`src/rtl/muldiv_if.sv`:
```
// EX-stage request/response bundle for muldiv_unit: operands and op in, busy/done and HI/LO out.
interface muldiv_if #(
    parameter int WIDTH = 32
);
    logic             start;
    logic [2:0]       op;
    logic [WIDTH-1:0] a;
    logic [WIDTH-1:0] b;
    logic             flush;
    logic             busy;
    logic             done;
    logic [WIDTH-1:0] hi;
    logic [WIDTH-1:0] lo;

    modport master (output start, op, a, b, flush, input busy, done, hi, lo);
    modport slave  (input start, op, a, b, flush, output busy, done, hi, lo);
endinterface

```
`src/rtl/muldiv_unit.sv`:
```
// Iterative MULT/MULTU/DIV/DIVU unit with MTHI/MTLO; owns the HI/LO registers.
// Define MULDIV_DIV_EN to build the restoring divider; without it DIV/DIVU are nops.
module muldiv_unit #(
    parameter int               WIDTH    = 32,
    parameter logic [WIDTH-1:0] HILO_RST = '0
) (
    input logic     clk,
    input logic     rst,
    muldiv_if.slave bus
);
    localparam int CW = $clog2(WIDTH);

    localparam logic [2:0] OP_MULT = 3'd0;
    localparam logic [2:0] OP_DIV  = 3'd2;
    localparam logic [2:0] OP_MTHI = 3'd4;
    localparam logic [2:0] OP_MTLO = 3'd5;

    typedef enum logic [1:0] {IDLE, RUN, FIX} state_t;

    state_t             state;
    logic [CW-1:0]      count;
    logic [2*WIDTH-1:0] acc;      // mul: {partial product, multiplier}; div: low half is dividend/quotient
    logic [WIDTH-1:0]   opnd;     // multiplicand or divisor magnitude
    logic               q_neg;
    logic               busy_q;
    logic               done_q;
    logic [WIDTH-1:0]   hi_q;
    logic [WIDTH-1:0]   lo_q;

    logic               signed_op;
    logic               accept_op;
    logic [WIDTH-1:0]   abs_a;
    logic [WIDTH-1:0]   abs_b;
    logic [WIDTH:0]     mul_sum;
    logic [2*WIDTH-1:0] mul_next;
    logic [2*WIDTH-1:0] prod;

`ifdef MULDIV_DIV_EN
    logic               is_div;
    logic               r_neg;
    logic [WIDTH-1:0]   rem;
    logic [WIDTH:0]     rem_shift;
    logic [WIDTH:0]     rem_trial;
    logic [WIDTH-1:0]   quot_res;
    logic [WIDTH-1:0]   rem_res;
`endif

    assign bus.busy = busy_q;
    assign bus.done = done_q;
    assign bus.hi   = hi_q;
    assign bus.lo   = lo_q;

    // NOTE: every always_comb output gets a default first so no path can infer a latch.
    always_comb begin
        signed_op = (bus.op == OP_MULT) || (bus.op == OP_DIV);
`ifdef MULDIV_DIV_EN
        accept_op = (bus.op[2] == 1'b0);
`else
        accept_op = (bus.op[2:1] == 2'b00);
`endif
        abs_a    = (signed_op && bus.a[WIDTH-1]) ? -bus.a : bus.a;
        abs_b    = (signed_op && bus.b[WIDTH-1]) ? -bus.b : bus.b;
        mul_sum  = {1'b0, acc[2*WIDTH-1:WIDTH]} + (acc[0] ? {1'b0, opnd} : '0);
        mul_next = {mul_sum, acc[WIDTH-1:1]};
        prod     = q_neg ? -acc : acc;
`ifdef MULDIV_DIV_EN
        // Partial remainder is one bit wider so the trial subtraction's sign is its MSB.
        rem_shift = {rem, acc[WIDTH-1]};
        rem_trial = rem_shift - {1'b0, opnd};
        quot_res  = q_neg ? -acc[WIDTH-1:0] : acc[WIDTH-1:0];
        rem_res   = r_neg ? -rem : rem;
`endif
    end

    // NOTE: all state here is clocked, so it uses non-blocking assignments only.
    always_ff @(posedge clk or posedge rst) begin
        if (rst) begin
            // NOTE: datapath registers are reset too; they are plain flops, not a memory array.
            state  <= IDLE;
            count  <= '0;
            acc    <= '0;
            opnd   <= '0;
            q_neg  <= 1'b0;
            busy_q <= 1'b0;
            done_q <= 1'b0;
            hi_q   <= HILO_RST;
            lo_q   <= HILO_RST;
`ifdef MULDIV_DIV_EN
            is_div <= 1'b0;
            r_neg  <= 1'b0;
            rem    <= '0;
`endif
        end else begin
            done_q <= 1'b0;
            case (state)
                IDLE: begin
                    if (bus.start && !bus.flush) begin
                        if (accept_op) begin
                            state  <= RUN;
                            busy_q <= 1'b1;
                            count  <= '0;
                            opnd   <= abs_b;
                            acc    <= {{WIDTH{1'b0}}, abs_a};
                            // A zero divisor keeps the all-ones quotient un-negated.
                            q_neg  <= signed_op && (bus.a[WIDTH-1] ^ bus.b[WIDTH-1]) && (|bus.b);
`ifdef MULDIV_DIV_EN
                            is_div <= bus.op[1];
                            r_neg  <= signed_op && bus.a[WIDTH-1];
                            rem    <= '0;
`endif
                        end else if (bus.op == OP_MTHI) begin
                            hi_q <= bus.a;
                        end else if (bus.op == OP_MTLO) begin
                            lo_q <= bus.a;
                        end
                    end
                end
                RUN: begin
                    if (bus.flush) begin
                        state  <= IDLE;
                        busy_q <= 1'b0;
                    end else begin
                        count <= count + CW'(1);
`ifdef MULDIV_DIV_EN
                        if (is_div) begin
                            if (!rem_trial[WIDTH]) begin
                                rem               <= rem_trial[WIDTH-1:0];
                                acc[WIDTH-1:0]    <= {acc[WIDTH-2:0], 1'b1};
                            end else begin
                                rem               <= rem_shift[WIDTH-1:0];
                                acc[WIDTH-1:0]    <= {acc[WIDTH-2:0], 1'b0};
                            end
                        end else
`endif
                        acc <= mul_next;
                        if (count == CW'(WIDTH - 1)) state <= FIX;
                    end
                end
                FIX: begin
                    state  <= IDLE;
                    busy_q <= 1'b0;
                    if (!bus.flush) begin
                        done_q <= 1'b1;
`ifdef MULDIV_DIV_EN
                        if (is_div) begin
                            hi_q <= rem_res;
                            lo_q <= quot_res;
                        end else
`endif
                        {hi_q, lo_q} <= prod;
                    end
                end
                default: begin
                    state  <= IDLE;
                    busy_q <= 1'b0;
                end
            endcase
        end
    end
endmodule
```
`src/flat_wrapper.sv`:
```
// flat-port wrapper written by rule: the top's interface ports become plain ports
module muldiv_unit_flat 
#(
    parameter int               WIDTH    = 32,
    parameter logic [WIDTH-1:0] HILO_RST = '0
)
  (clk, rst, bus_start, bus_op, bus_a, bus_b, bus_flush, bus_busy, bus_done, bus_hi, bus_lo);
  muldiv_if #(.WIDTH(WIDTH)) bus_i ();
  input logic clk;
  input logic rst;
  input wire logic [$bits(bus_i.start)-1:0] bus_start;
  input wire logic [$bits(bus_i.op)-1:0] bus_op;
  input wire logic [$bits(bus_i.a)-1:0] bus_a;
  input wire logic [$bits(bus_i.b)-1:0] bus_b;
  input wire logic [$bits(bus_i.flush)-1:0] bus_flush;
  output wire logic [$bits(bus_i.busy)-1:0] bus_busy;
  output wire logic [$bits(bus_i.done)-1:0] bus_done;
  output wire logic [$bits(bus_i.hi)-1:0] bus_hi;
  output wire logic [$bits(bus_i.lo)-1:0] bus_lo;
  assign bus_i.start = bus_start;
  assign bus_i.op = bus_op;
  assign bus_i.a = bus_a;
  assign bus_i.b = bus_b;
  assign bus_i.flush = bus_flush;
  assign bus_busy = bus_i.busy;
  assign bus_done = bus_i.done;
  assign bus_hi = bus_i.hi;
  assign bus_lo = bus_i.lo;
  muldiv_unit #(.WIDTH(WIDTH), .HILO_RST(HILO_RST)) u_core (.clk(clk), .rst(rst), .bus(bus_i));
endmodule
```
`config.mk`:
```
export PLATFORM = sky130hd
export DESIGN_NAME = muldiv_unit_flat
export DESIGN_NICKNAME = d
export VERILOG_FILES = /design/src/rtl/muldiv_if.sv /design/src/rtl/muldiv_unit.sv /design/src/flat_wrapper.sv
export SDC_FILE = /design/constraint.sdc
export NUM_CORES = 1
export LEC_CHECK = 0
export ABC_AREA = 1
export BUFFER_PORTS_ARGS = -buffer_cell sky130_fd_sc_hd__buf_2
export CORE_ASPECT_RATIO = 0.75
export CORE_MARGIN = 2
export CORE_UTILIZATION = 61
export DETAILED_ROUTE_END_ITERATION = 12
export PLACE_DENSITY = 0.83
export SLEW_MARGIN = 10
export SYNTH_ARGS = -nofsm -noshare
export SYNTH_HDL_FRONTEND = slang
export SYNTH_SLANG_ARGS = --single-unit
```
`constraint.sdc`:
```
create_clock -name clk -period 7.8 [get_ports clk]
set_clock_uncertainty 0.15 [all_clocks]
set_input_delay 1.56 -clock clk [delete_from_list [all_inputs] [get_ports clk]]
set_output_delay 1.56 -clock clk [all_outputs]
set_load 0.02 [all_outputs]
```
==> flow_summary.ini <==
[sta]
fin_setup_tns_ns = 0
maxSlewHeadroom_pct = 31.8
tightest_slew_ns = 1.02
hold_ws_ns = 0.332
period_minus_slack_ns = 4.05
rsz0062_at_grt = no
setup_slack_ns = 3.75
final_max_slew_viol_count = 0
max_freq_mhz = 247
setup_viol = 0
hold_violations = 0
finalCritPeriodShare_pct = 51.9

[worst_setup_path]
path_buf_inv = 3
critical_path_class = primary input to flop
crit_required_ns = 7.98
slowest_stage = inv_4
max_stage_delay_ns = 0.68
start_kind = primary input
path_cells = buf_2, nor2_4, buf_4, nor2_2, nand2_4, nand2_4, inv_4, a21oi_1, nand2_1, nand2_1
crit_arrival_ns = 4.23
end_kind = flop
critical-path-top-delay-family = simple AND/OR/NAND/NOR gates
crit_fanout = 64

[global_route]
use_met3_pct = 15.7
busiest_layer = met1
grt_pass1_vias = 14000
use_met1_pct = 64.6
overflow = 0
use_met2_pct = 57.9
grt_start_max_net_pins = 92
grt_pass1_wl_um = 77000
grt_use_total_pct = 42.8
antenna_found_initial = 0

[floorplanning]
io_pins = 137
die_x_um = 175
rows = 46
die_h_um = 132
dieArea_mm2 = 0.0232
core_mm2 = 0.0214
start_util_pct = 62.7

[finish]
multi_input_area_mm2 = 0.00783
num_antenna_cells = 0
fillers = 1878
regArea_mm2 = 0.00426
drive_gt1_share_pct = 9.89
areaGrowthSynthToFinish_pct = 10.6
utilization_pct = 69.3
nets = 2371

[logic_synthesis]
yosysWarnings = 0
async_flop_share_pct = 100
avgSynthCellArea_um2 = 6.18
synth-seq-cells = 170
synth_common_cells = nand2_1, nor2_1, inv_1, nand3_1, dfrtp_1
ys.flop_type = dfrtp_1
netlist_area_mm2 = 0.0134
yosys-top-cells-area = dfrtp_1, nand2_1, nor2_1
synth_cell_types = 43
yosysTopAreaCell = dfrtp_1
syn_nets = 2274
synth_cells = 2165
yosysMostFrequentCell = nand2_1
synth_edf_count = 0
ys_seq_area_share_pct = 31.8
synth_top_area_share_pct = 31.8

[placed_design]
hpwlAfterDp_um = 38500
pre_cts_ws_ns = 3.44
portBuffers = 136
routabilityCongestion = 1.00

[clocking]
path_clk_slew_ns = 0.08
hold_buffers = 0
clock_path_buffers = 2
cts_tree = yes
clock_latency_ns = 0.45
cts_buffers = 17
clock-root-buffer = clkbuf_16
htreeDepth = 4
post_cts_buffers = 0
cts.repair.resized = 0
cts_sinks = 170

[routing]
dr.pass1.iters = 10
antenna_left = 0
wl_um = 50000
vias_per_cell = 6.19
drc_errors = 0
vias = 15900
detail_route.wl_per_cell_um = 19.5
drtIter0Drc = 2806

[min_path]
hold_path_class = flop to flop

[status]
outcome = finished, final reports clean

[job]
drv_cap = 0

[pwr]
ir_worst_vdd_mv = 0.288
leakage_uw = 0.00760
p_per_area_mw_per_mm2 = 381
final cells by class:
cell class	instances	area share (%)
flip-flops and latches	170	28.7
multi-input cells	1671	52.9
clock inverters	12	1.20
well taps	288	2.43
clock buffers	20	3.15
repair buffers	145	5.05
inverters	257	6.57
cells in the final DEF (no fill, tap or decap), drive strengths merged, types with 2 or more instances in the layout:
cell type	n
nand4	31
clkinv	3
and2	4
a22oi	8
a21oi	156
inv	262
o31ai	3
o22ai	6
nand3b	9
buf	145
o21ai	150
or2	12
nand3	230
xnor2	2
o21bai	2
o211ai	7
nand2	591
xor2	20
bufinv	3
a31oi	16
dfrtp	170
clkbuf	20
nor4	3
nor2	362
nor3	17
ha	37
path summary, 6_finish.rpt:
| check | to | slack (ns) | start | cells after the start |
|---|---|---|---|---|
| max in group asynchronous | u_core.q_neg | 4.72 | rst | 3 |
| min | u_core.bus.lo[6] | 0.33 | u_core.bus.lo[6] | 2 |
| max reg2reg | u_core.acc[28] | 3.96 | u_core.state[1] | 11 |
| max | u_core.acc[28] | 3.75 | bus_flush | 10 |
| min reg2reg | u_core.bus.lo[6] | 0.33 | u_core.bus.lo[6] | 2 |
| min in group asynchronous | u_core.acc[49] | 1.14 | rst | 2 |
state kept, by name, indices dropped and copies added, names as in the netlist:
signal,flops
u_core.q_neg,1
u_core.bus.hi,32
u_core.count,5
u_core.bus.busy,1
u_core.bus.done,1
u_core.acc,64
u_core.state,2
u_core.bus.lo,32
u_core.opnd,32
layer usage:
| metal | wire (um) | vias up | share of wire [%] |
|---|---|---|---|
| met5 | 0 | - | 0 |
| li1 | - | 7210 | - |
| met1 | 21100 | 7221 | 42 |
| met2 | 19300 | 1310 | 39 |
| met4 | 1110 | 0 | 2.2 |
| met3 | 8520 | 134 | 17 |
kinds of logic (layout without fill, tap and decap cells):
logic type / after synthesis / in the layout / synth area share, %
buf+inv: 324 / 434 / 9.75
flops: 170 / 170 / 31.8
fa+ha+maj: 38 / 38 / 3.61
mux: 1 / 1 / 0.0748
simple gates: 1259 / 1259 / 39.3
compound gates: 351 / 351 / 14.0
xor+xnor: 22 / 22 / 1.44
worst reg2reg max path: stages (launching register included):
cell,delay (ns)
dfrtp_1,0.42
inv_2,0.11
nand2_2,0.41
nor2_4,0.21
buf_4,0.37
nor2_2,0.10
nand2_4,0.44
nand2_4,0.47
inv_4,0.72
a21oi_1,0.16
nand2_1,0.11
nand2_1,0.06
report_power, final:
part / total (uW) / switching, uW / internal [uW]
combinational: 3000 / 2090 / 913
clock: 943 / 402 / 541
sequential: 1690 / 415 / 1280
metrics by stage:
step	total power, uW	cells	area [um^2]
after floorplan	3630	2165	13400
after global placement	4460	2531	14200
after detailed placement	4530	2531	14200
after CTS	5500	2563	14800
after global routing	5980	2563	14800
final	5640	2563	14800
No activity file was read; power rests on OpenSTA's default activity.
